===== src/rtl/serial_adder_ctrl.sv =====
// serial_adder_ctrl
// -----------------
// Bit-serial WIDTH-bit adder controller. One full-adder slice, built from two
// half-adder stages, is reused across WIDTH clock cycles. The slice is stepped
// LSB-first with a registered carry. The result is presented on a registered
// sum with a one-cycle done pulse.
//
// Optional feature macro: SERIAL_ADDER_COUT_EN
//   defined   : cout port and its register exist. cout carries bit WIDTH of
//               a+b and is valid together with done.
//   undefined : no cout port. Sum behaviour and timing are unchanged.
//
// Ports
//   clk          rising-edge clock
//   rst          synchronous active-high reset
//   start_valid  requester presents an operand pair
//   start_ready  job can be accepted (IDLE only, low while rst is high)
//   a, b         operands, sampled only on acceptance
//   sum          registered result, held until the next acceptance
//   cout         registered MSB carry-out (SERIAL_ADDER_COUT_EN only)
//   done         one-cycle pulse: sum (and cout) valid
//   busy         high in ADD and DONE
module serial_adder_ctrl #(
  parameter int WIDTH = 8
) (
  input  logic             clk,
  input  logic             rst,
  input  logic             start_valid,
  output logic             start_ready,
  input  logic [WIDTH-1:0] a,
  input  logic [WIDTH-1:0] b,
  output logic [WIDTH-1:0] sum,
`ifdef SERIAL_ADDER_COUT_EN
  output logic             cout,
`endif
  output logic             done,
  output logic             busy
);

  // One extra bit keeps the counter from wrapping at WIDTH-1 for power-of-two widths.
  localparam int CNT_W = $clog2(WIDTH) + 1;
  localparam logic [CNT_W-1:0] LAST_CNT = CNT_W'(WIDTH - 1);

  typedef enum logic [1:0] {
    IDLE = 2'd0,
    ADD  = 2'd1,
    DONE = 2'd2
  } state_t;

  state_t           state_r;
  logic [WIDTH-1:0] opa_r;
  logic [WIDTH-1:0] opb_r;
  logic [WIDTH-1:0] sum_r;
  logic             c_r;
  logic [CNT_W-1:0] cnt_r;
  logic             done_r;
  logic             busy_r;
`ifdef SERIAL_ADDER_COUT_EN
  logic             cout_r;
`endif

  logic p_s;
  logic g1_s;
  logic s_s;
  logic g2_s;
  logic carry_next_s;

  // Half adder: returns {carry, sum}.
  function automatic logic [1:0] half_add(input logic x, input logic y);
    return {x & y, x ^ y};
  endfunction

  // Shared full-adder slice: two chained half adders on the current LSBs and the carry.
  always_comb begin
    p_s          = 1'b0;
    g1_s         = 1'b0;
    s_s          = 1'b0;
    g2_s         = 1'b0;
    {g1_s, p_s}  = half_add(opa_r[0], opb_r[0]);
    {g2_s, s_s}  = half_add(p_s, c_r);
    carry_next_s = g1_s | g2_s;
  end

  // Ready is decoded from the state register and is masked during reset.
  // It has no dependency on start_valid.
  assign start_ready = (state_r == IDLE) && !rst;

  // Controller FSM and datapath registers.
  always_ff @(posedge clk) begin
    if (rst) begin
      state_r <= IDLE;
      opa_r   <= {WIDTH{1'b0}};
      opb_r   <= {WIDTH{1'b0}};
      sum_r   <= {WIDTH{1'b0}};
      c_r     <= 1'b0;
      cnt_r   <= {CNT_W{1'b0}};
      done_r  <= 1'b0;
      busy_r  <= 1'b0;
`ifdef SERIAL_ADDER_COUT_EN
      cout_r  <= 1'b0;
`endif
    end else begin
      case (state_r)
        IDLE: begin
          if (start_valid) begin
            opa_r   <= a;
            opb_r   <= b;
            sum_r   <= {WIDTH{1'b0}};
            c_r     <= 1'b0;
            cnt_r   <= {CNT_W{1'b0}};
            busy_r  <= 1'b1;
            state_r <= ADD;
          end else begin
            busy_r  <= 1'b0;
          end
          done_r <= 1'b0;
        end
        ADD: begin
          // The sum fills from the top, so bit 0 lands at position 0 after WIDTH shifts.
          sum_r <= {s_s, sum_r[WIDTH-1:1]};
          opa_r <= {1'b0, opa_r[WIDTH-1:1]};
          opb_r <= {1'b0, opb_r[WIDTH-1:1]};
          c_r   <= carry_next_s;
          cnt_r <= cnt_r + CNT_W'(1);
          if (cnt_r == LAST_CNT) begin
            done_r  <= 1'b1;
`ifdef SERIAL_ADDER_COUT_EN
            // The carry produced by the MSB slice is the true carry-out.
            cout_r  <= carry_next_s;
`endif
            state_r <= DONE;
          end else begin
            done_r  <= 1'b0;
          end
        end
        DONE: begin
          done_r  <= 1'b0;
          busy_r  <= 1'b0;
          state_r <= IDLE;
        end
        default: begin
          done_r  <= 1'b0;
          busy_r  <= 1'b0;
          state_r <= IDLE;
        end
      endcase
    end
  end

  assign sum  = sum_r;
  assign done = done_r;
  assign busy = busy_r;
`ifdef SERIAL_ADDER_COUT_EN
  assign cout = cout_r;
`endif

endmodule


===== config.mk =====
export PLATFORM = sky130hd
export DESIGN_NAME = serial_adder_ctrl
export DESIGN_NICKNAME = d
export VERILOG_FILES = /design/src/rtl/serial_adder_ctrl.sv
export SDC_FILE = /design/constraint.sdc
export NUM_CORES = 1
export LEC_CHECK = 0
export ABC_AREA = 1
export BUFFER_PORTS_ARGS = -buffer_cell sky130_fd_sc_hd__buf_4
export CORE_MARGIN = 2
export CORE_UTILIZATION = 58
export DETAILED_ROUTE_END_ITERATION = 6
export HOLD_SLACK_MARGIN = 0.15
export PLACE_DENSITY = 0.83
export SYNTH_ARGS = -nofsm -noshare
export SYNTH_HDL_FRONTEND = slang
export SYNTH_SLANG_ARGS = --single-unit

===== constraint.sdc =====
create_clock -name clk -period 3.2 [get_ports clk]
set_clock_uncertainty 0.2 [all_clocks]
set_input_delay 0.16 -clock clk [delete_from_list [all_inputs] [get_ports clk]]
set_output_delay 0.16 -clock clk [all_outputs]
set_load 0.005 [all_outputs]

==> summary.md <==
| Metric | Value |
|---|---|
| Yosys warnings | 0 |
| Final setup vio count | 0 |
| Total CTS buffers | 5 |
| Die Y | 55.58 µm |
| Drt first pass iters | 4 |
| First-pass GRT wire length | 5664 µm |
| Clock Path Buffers | 2 |
| Layout Utilization | 78.53% |
| Peak VDD IR | roughly 0.0004 V |
| Synth Register Bits | 33 |
| Nets | just under 300 |
| Fin crit share | 79.82% |
| Crit path DAT | 2.58 ns |
| I/O Buffers | 29 |
| Antenna cells | 0 |
| Final WL | 3256 µm |
| CTS tree | done |
| Initial Utilization | just over 60% |
| Hold EP | sum[3] |
| Total Power | roughly 0.82 mW |
| Critical path class | reg2reg |
| Critical register-to-register path startpoint | state_r[0] |
| Crit path max fanout | 19 |
| CORE AREA | 2500 µm² |
| Hold path startpoint | sum[3] |
| P per Cell Area | 415.2 nW/µm² |
| GRT Residual Overflow | 0 |
| Initial drt markers | 43 |
| Worst setup margin | 0.6458 ns |
| Wire per inst | 10.78 µm |
| Endpoint class of the critical path | flop |
| Crit path required time | 3.23 ns |
| Largest net degree at the start of global routing | 44 |
| Hold path cells | 2 |
| Vias in the first global route | roughly 1400 |
| GPL Wtd Cong | 0.7928 |
| Status | finished clean |
| Layout area overhead | 27.25% |
| Post-Syn Area per Cell | 6.796 µm² |
| Resized cells post-CTS | 0 |
| Max Cap Viol | 0 |
| Hold Vio Cnt, Final | 0 |
| Post CTS Setup Buffer Count | 0 |
| Post-synthesis cell type count | 22 |
| DRT antenna net count | 0 |
| Fin area | 1963 µm² |
| Worst-margin pin slew | 0.9690 ns |
| Worst Reg-to-Reg Cells | 5 |
| Clock sink count | 33 |
| R2r endpoint | opb_r[7] |
| Vias post-DR | 1482 |
| Reg clk slew, reported paths | around 0.10 ns |
| Root Buffer | clkbuf_4 |
| Max Clk Rate | 0.3915 GHz |
| Max H-tree Level | 2 |
| Crit start category | flop |
| HP Class | reg2reg |
| Rel. slew slack | 35.15% |
| RSZ-0062 raised after global routing | no |
| Initial antenna violation count | 0 |
| Sequential element share of the synthesized area | 42.82% |
| Post-CTS Hold Fix Bufs | 20 |
| Syn nets | 248 |
| Share of post-route cells with drive strength above 1 | 15.07% |
| Hpwl dp | 1970 µm |
| Die Width | 55.58 µm |
| Lkg Pwr | around 0.91 nW |
| Clk_lat worst skew | 0.34 ns |
| Synth top area cells | dfxtp_1 (43%), nand2_1 (21%), nor2_1 (7.5%) |
| Vias per inst | 4.907 |
| Area leader, netlist | dfxtp_1 |
| Post-Synthesis Cells | about 230 |
| DRC Markers | 0 |
| Die ar. | ~3100 µm² |
| Row count | 18 |
| R2R setup slack | 0.65 ns |
| Synthesized area | 1543 µm² |
| Post-layout minimum cycle time | around 2.6 ns |
| Dpl ws | 1.234 ns |
| I/O Pins | 30 |
| Share of the synthesized area in the top cell type | ~43% |
| Final-layout fill cell count | 192 |
| Total track usage | between 20 and 25% |
| Setup TNS | 0 ns |
| Max-slew violation count | 0 |
| DP Area | 1712 µm² |
-- report_power, final --
part           internal [mW]  total (mW)  switching, mW
Clock                 0.0836       0.225          0.141
Combinational         0.0662       0.138         0.0719
Sequential             0.433       0.452         0.0193
-- synth_stat cells --
master,number
nand2_1,87
buf_2,3
nor2_4,1
fa_1,1
buf_4,4
a21oi_2,1
o21bai_1,1
nand3_1,17
inv_2,1
nand4_1,1
nor4_1,2
buf_6,3
clkbuf_1,2
a21oi_1,16
dfxtp_1,33
o21ai_4,1
o21ai_0,1
inv_1,18
ha_1,1
nor3_1,1
nor2_1,31
nand2_4,1
-- worst max path at each step --
stage / to / cells after the start / slack [ns] / startpoint
floorplan: opa_r[4] / 6 / 1.91 / state_r[0]
global placement: cnt_r[3] / 3 / 1.26 / state_r[0]
detailed placement: cnt_r[3] / 3 / 1.23 / state_r[0]
CTS: opb_r[7] / 5 / 0.67 / state_r[0]
global route: opb_r[7] / 4 / 0.48 / state_r[0]
finish: opb_r[7] / 5 / 0.65 / state_r[0]
-- per-stage QoR --
stage                     hold WS (ns)  instances
final                           0.2826        302
after global routing            0.3066        302
after CTS                       0.2710        302
after detailed placement        0.2532        274
after global placement          0.2515        274
after floorplan                 0.1244        227
-- state kept, by name (all words and copies together), names as in the netlist --
name	count
opa_r	8
state_r	2
busy	1
c_r	1
opb_r	8
sum	8
cnt_r	4
done	1
-- final cells by class --
cell class                      instances  area, µm²  area share, %
Clock inverter                          2      10.01         0.5099
Tap cell                               30      37.54          1.912
Sequential cell                        33      660.6          33.65
Clock buffer                            6      41.29          2.103
Timing Repair Buffer                   49      417.9          21.29
Inverter                               19      71.32          3.633
Multi-Input combinational cell        163      724.4          36.90
-- routing by layer --
layer	share of wire, %	global-route usage (%)
met3	3.6	4.419
met1	44	25.81
met2	50	40.65
met4	2.5	10.80
met5	0	0
-- cells by family after synthesis --
logic type | Yosys count | synth area share (%)
simple gates | 141 | 37.23
compound gates | 20 | 7.624
flops | 33 | 42.82
fa+ha+maj | 2 | 2.109
buf+inv | 31 | 10.22
-- critical path: stages (launching register included) --
cell           delay [ns]
dfxtp_1              0.80
nor2_1               0.17
nand3_1              0.10
dlygate4sd3_1        0.55
a21oi_1              0.07
dlygate4sd3_1        0.57
-- cell usage in the layout, fill, tap and decap left out --
cell type	n
clkinv_2	2
nor4_1	2
o21ai_0	1
ha_1	1
nor2_1	31
nand4_1	1
clkbuf_1	1
fa_1	1
nand2_4	1
o21ai_4	1
nor3_1	1
clkbuf_4	5
inv_2	1
dfxtp_1	33
nand3_1	17
nor2_4	1
inv_1	18
a21oi_1	16
a21oi_2	1
nand2_1	87
buf_4	29
dlygate4sd3_1	20
o21bai_1	1
No activity file was read; power rests on OpenSTA's default activity.
